## config.mk

```make
export PLATFORM = sky130hd
export DESIGN_NAME = serial_bit_feeder
export DESIGN_NICKNAME = d
export VERILOG_FILES = /design/src/rtl/feeder_pkg.sv /design/src/rtl/tick_gen.sv /design/src/rtl/serial_bit_feeder.sv
export SDC_FILE = /design/constraint.sdc
export NUM_CORES = 1
export LEC_CHECK = 0
export BUFFER_PORTS_ARGS = -buffer_cell sky130_fd_sc_hd__buf_2
export CORE_MARGIN = 2
export CORE_UTILIZATION = 56
export DETAILED_ROUTE_END_ITERATION = 6
export HOLD_SLACK_MARGIN = 0.1
export PLACE_DENSITY = 0.78
export SKIP_CTS_REPAIR_TIMING = 1
export SLEW_MARGIN = 20
export SYNTH_ARGS = -nofsm -noshare
export SYNTH_HDL_FRONTEND = slang
export SYNTH_SLANG_ARGS = --single-unit
```

## constraint.sdc

```tcl
create_clock -name clk -period 2.95 [get_ports clk]
set_input_delay 0 -clock clk [delete_from_list [all_inputs] [get_ports clk]]
set_output_delay 0 -clock clk [all_outputs]
set_load 0.005 [all_outputs]
```

## src/rtl/feeder_pkg.sv

```systemverilog
// Shared types and defaults for the serial bit feeder.
package feeder_pkg;
  localparam int DEFAULT_WIDTH = 8;
  localparam int DEFAULT_DIV   = 4;

  typedef enum logic [1:0] {
    IDLE  = 2'd0,
    ARMED = 2'd1,
    RUN   = 2'd2,
    FIN   = 2'd3
  } state_e;
endpackage

```

## src/rtl/tick_gen.sv

```systemverilog
// Hold-cycle counter: while enabled, counts 0..DIV-1 and ticks on the last
// count; held at zero whenever disabled so each enable starts a fresh bit.
module tick_gen #(
  parameter int DIV = 4
) (
  input  logic clk,
  input  logic reset_n,
  input  logic i_en,
  output logic o_tick,
  output logic o_first
);
  localparam int CW = $clog2(DIV + 1);
  localparam logic [CW-1:0] LAST = CW'(DIV - 1);

  logic [CW-1:0] r_cnt;

  // Count while enabled, wrap after DIV-1, clear when disabled.
  always_ff @(posedge clk or negedge reset_n) begin
    if (!reset_n)                   r_cnt <= '0;
    else if (!i_en || r_cnt == LAST) r_cnt <= '0;
    else                            r_cnt <= r_cnt + 1'b1;
  end

  assign o_tick  = i_en && (r_cnt == LAST);
  assign o_first = i_en && (r_cnt == '0);
endmodule

```

## src/rtl/serial_bit_feeder.sv

```systemverilog
// Serial bit feeder: captures a WIDTH-bit pattern and plays it MSB first,
// each bit held DIV cycles, to a downstream sequence detector.
// Optional build macro SERIAL_BIT_FEEDER_LOOP_EN: replay the pattern
// continuously with a single FIN gap cycle until stop or reset.
module serial_bit_feeder
  import feeder_pkg::*;
#(
  parameter int WIDTH = DEFAULT_WIDTH,
  parameter int DIV   = DEFAULT_DIV
) (
  input  logic             clk,
  input  logic             reset_n,
  input  logic             load,
  input  logic [WIDTH-1:0] pattern,
  input  logic             start,
  input  logic             stop,
  output logic             w,
  output logic             w_valid,
  output logic             busy,
  output logic             done
);
  localparam int BW = $clog2(WIDTH);
  localparam logic [BW-1:0] LAST_BIT = BW'(WIDTH - 1);

  state_e           r_state;
  state_e           w_next;
  logic [WIDTH-1:0] r_pat;
  logic [BW-1:0]    r_bit;
  logic             w_run;
  logic             w_tick;
  logic             w_first;
  logic             w_last;
  logic             w_accept;

  assign w_run    = (r_state == RUN);
  assign w_last   = (r_bit == LAST_BIT);
  // Pattern is only writable while not emitting.
  assign w_accept = load && ((r_state == IDLE) || (r_state == ARMED));

  tick_gen #(.DIV(DIV)) u_tick (
    .clk     (clk),
    .reset_n (reset_n),
    .i_en    (w_run),
    .o_tick  (w_tick),
    .o_first (w_first)
  );

  // State register.
  always_ff @(posedge clk or negedge reset_n) begin
    if (!reset_n) r_state <= IDLE;
    else          r_state <= w_next;
  end

  // Pattern store; kept across runs so a later start replays it from the MSB.
  always_ff @(posedge clk or negedge reset_n) begin
    if (!reset_n)      r_pat <= '0;
    else if (w_accept) r_pat <= pattern;
  end

  // Bit counter (0 = MSB); parked at zero outside RUN so every run starts at the MSB.
  always_ff @(posedge clk or negedge reset_n) begin
    if (!reset_n)    r_bit <= '0;
    else if (!w_run) r_bit <= '0;
    else if (w_tick) r_bit <= w_last ? '0 : r_bit + 1'b1;
  end

  // Next state and Moore outputs; stop outranks start, load/start ignored in RUN/FIN.
  always_comb begin
    w_next  = r_state;
    busy    = 1'b0;
    done    = 1'b0;
    w       = 1'b0;
    w_valid = 1'b0;
    case (r_state)
      IDLE:  if (load) w_next = ARMED;
      ARMED: if (start && !stop) w_next = RUN;
      RUN: begin
        busy    = 1'b1;
        w       = r_pat[LAST_BIT - r_bit];
        w_valid = w_first;
        if (stop)                  w_next = ARMED;
        else if (w_tick && w_last) w_next = FIN;
      end
      FIN: begin
        done = 1'b1;
`ifdef SERIAL_BIT_FEEDER_LOOP_EN
        w_next = stop ? ARMED : RUN;
`else
        w_next = ARMED;
`endif
      end
      default: w_next = IDLE;
    endcase
  end
endmodule

```

==> summary.md <==
| Metric | Value |
|---|---|
| Post-Syn Nets | `between 90 and 100` |
| Most frequent cell after synthesis | `dfrtp_1` |
| I/O Pins | `17` |
| First-pass GRT wire length | `2340 um` |
| CORE AREA | `approximately 0.0015 mm^2` |
| Worst path arrival time | `1780 ps` |
| Nets@finish | `121` |
| Crit path cell chain | `inv_1 -> ha_1 -> o21ai_2 -> mux2_2` |
| DP Wirelength | `1010 um` |
| Die Y | `~43 um` |
| Routed vias/inst | `5.32` |
| Max Cap Violations | `0` |
| Die Width | `~43 um` |
| DRC Markers | `0` |
| Initial Util | `around 59%` |
| Max Fanout on Critical Path | `8` |
| Synth cell types | `20` |
| Worst slack at placement | `1330 ps` |
| CTS Buffer Depth | `2` |
| Syn Std Cell Area | `865 um^2` |
| PD cells | `652 mW/mm^2` |
| Slew Viols, Final | `0` |
| Multi-input gate area | `around 430 um^2` |
| Number of synthesized register bits | `16` |
| Port bufs | `16` |
| Final Critical Period | `approximately 1600 ps` |
| Final worst slack | `1330 ps` |
| Number of synthesized flops with an enable pin | `0` |
| Layout cells sized above 1 | `a little under a third` |
| Static leakage | `about 0.5 nW` |
| N_diodes | `0` |
| Startpoint types | `register` |
| Die ar. | `between 0.0015 and 0.002 mm^2` |
| Seq/Total Area, Yosys | `46.3%` |
| Synth Flop Type | `dfrtp_1` |
| Share of flip-flops with an asynchronous set or reset | `100%` |
| Crit path largest cell delay | `400 ps` |
| Setup violators final | `0` |
| Vias | `601` |
| Top post-synthesis cells by area | `dfrtp_1, ha_1, mux2_2, mux2i_1, inv_1` |
| Synth top area share | `between 40% and 50%` |
| IR drop worst, VDD | `416 uV` |
| Worst Tran Pin Value | `430 ps` |
| Initial antenna violation count | `0` |
| Req. time, crit path | `between 3000 and 4000 ps` |
| Worst hold margin | `153 ps` |
| RSZ-0062 raised after global routing | `false` |
| Clk sinks | `16` |
| Area leader, netlist | `dfrtp_1` |
| FMAX | `0.616 GHz` |
| Buf+Inv Stages, Crit Path | `1` |
| CTS tree | `done` |
| Fillcell total | `104` |
| Pre-antenna DRT Iters | `4` |
| Clock skew | `7.48 ps` |
| Cells after Synth | `70` |
| Root buffer cell | `clkbuf_4` |
| CP max stage cell | `o21ai_2` |
| # H-tree levels | `1` |
| Post-route antenna net violation count | `0` |
| WL final | `1390 um` |
| Setup_tns | `0 ps` |
| Post-Syn Area per Cell | `around 12 um^2` |
| Slew margin rel. | `71.3%` |
| Largest net degree at the start of global routing | `17` |
| Synth-to-layout area growth | `24.0%` |
| Iteration-0 DRC Markers | `5` |
| Critical path's top delay family | `compound AO/OA/AOI/OAI gates` |
| FP Rows | `14` |
| Register area | `400 um^2` |
| Vias in the first global route | `551` |
| Worst hold path class | `in2async` |
| Outcome | `completed` |
| Crit. End Element | `register` |
| Gpl congestion | `0.728` |
| Layout Cells excl Fill | `~110` |
| Total gr overflow | `0` |
| Synth warn | `0` |
| WL per Instance | `12.3 um` |
| Num CTS Buffers | `3` |
| CP Class | `reg2reg` |
| Post-synth top cells | `dfrtp_1, ha_1, mux2_2` |
| Fin crit share | `55.0%` |
| Clk_lat worst skew | `~270 ps` |
| Fin. Hold Viols | `0` |
| Placed Instances | `101` |
| Clk pin slew, worst setup/hold paths | `90 ps` |
| GRT Total Usage | `16.8%` |
[final timing paths]
kind | to | from | depth (start not counted) | slack, ps
hold / removal | r_pat[0] | reset_n | 2 | 150
min in group clk | r_state[1] | start | 4 | 170
hold reg to reg | u_tick.r_cnt[0] | u_tick.r_cnt[0] | 1 | 470
setup reg to reg | r_pat[4] | r_state[1] | 4 | 1330
max in group asynchronous | r_state[0] | reset_n | 2 | 2530
setup / recovery | r_pat[4] | r_state[1] | 4 | 1330
[metrics by stage]
step,utilization [%],area (um^2),power (mW)
finish,72.9,1070,0.700
global route,72.9,1070,0.755
CTS,66.8,982,0.699
detailed placement,65.2,960,0.586
global placement,65.2,960,0.575
floorplan,-,865,0.518
[sequential cells by signal, summed over array words and instances, names as in the netlist]
name	flops
r_state	2
r_bit	3
u_tick.r_cnt	3
r_pat	8
[logic make-up (layout without fill, tap and decap cells)]
| family | count (synthesis) | count (layout) | synth area share (%) |
|---|---|---|---|
| AOI/OAI and AO/OA | 8 | 8 | 7.67 |
| adders and majority gates | 9 | 9 | 13.0 |
| buffers and inverters | 8 | 35 | 3.62 |
| DFF | 16 | 16 | 46.3 |
| muxes | 15 | 15 | 20.6 |
| and+or+nand+nor | 14 | 14 | 8.83 |
[worst register-to-register path: cells and delay by family (launching register included)]
kind	cells	cell delay (ps)
DFF	1	390
adders and majority gates	1	240
muxes	1	390
AOI/OAI and AO/OA	1	400
buffers and inverters	1	90
[cell usage in the layout, fill, tap and decap left out]
cell type | synthesis | final
a211o_1 | 1 | 1
a211oi_1 | 1 | 1
o21ai_0 | 2 | 2
mux4_1 | 1 | 1
ha_1 | 9 | 9
clkbuf_4 | 0 | 3
inv_1 | 7 | 7
nand2_2 | 1 | 1
nand2b_1 | 2 | 2
dlygate4sd3_1 | 0 | 9
mux2_2 | 9 | 9
mux2i_1 | 5 | 5
nor2b_1 | 4 | 4
and3_1 | 1 | 1
a311oi_1 | 1 | 1
dfrtp_1 | 16 | 16
and2b_1 | 1 | 1
o31ai_1 | 1 | 1
nor2_1 | 5 | 5
buf_2 | 0 | 16
o21ai_2 | 1 | 1
a221oi_2 | 1 | 1
[area by class of cell]
cell class              count  area share, %
well taps                  16           1.87
repair buffers             25           15.9
inverters                   7           2.45
clock buffers               3           2.10
flip-flops and latches     16           37.3
multi-input cells          46           40.4
[layer usage]
layer | vias to the layer above | track usage [%] | wire length (um)
li1 | 299 | - | -
met1 | 285 | 23.6 | 684
met2 | 15 | 25.4 | 636
met3 | 2 | 4.26 | 58
met4 | 0 | 5.45 | 13
met5 | - | 0 | 0
[report_power, final]
group          internal, mW  leakage (nW)  switching (mW)  total, mW
Combinational         0.150         0.298           0.111      0.261
Sequential            0.291         0.200          0.0395      0.331
Clock                0.0472        0.0138          0.0604      0.108
Total                 0.489         0.512           0.211      0.700
Power figures use the tool's default switching activity.
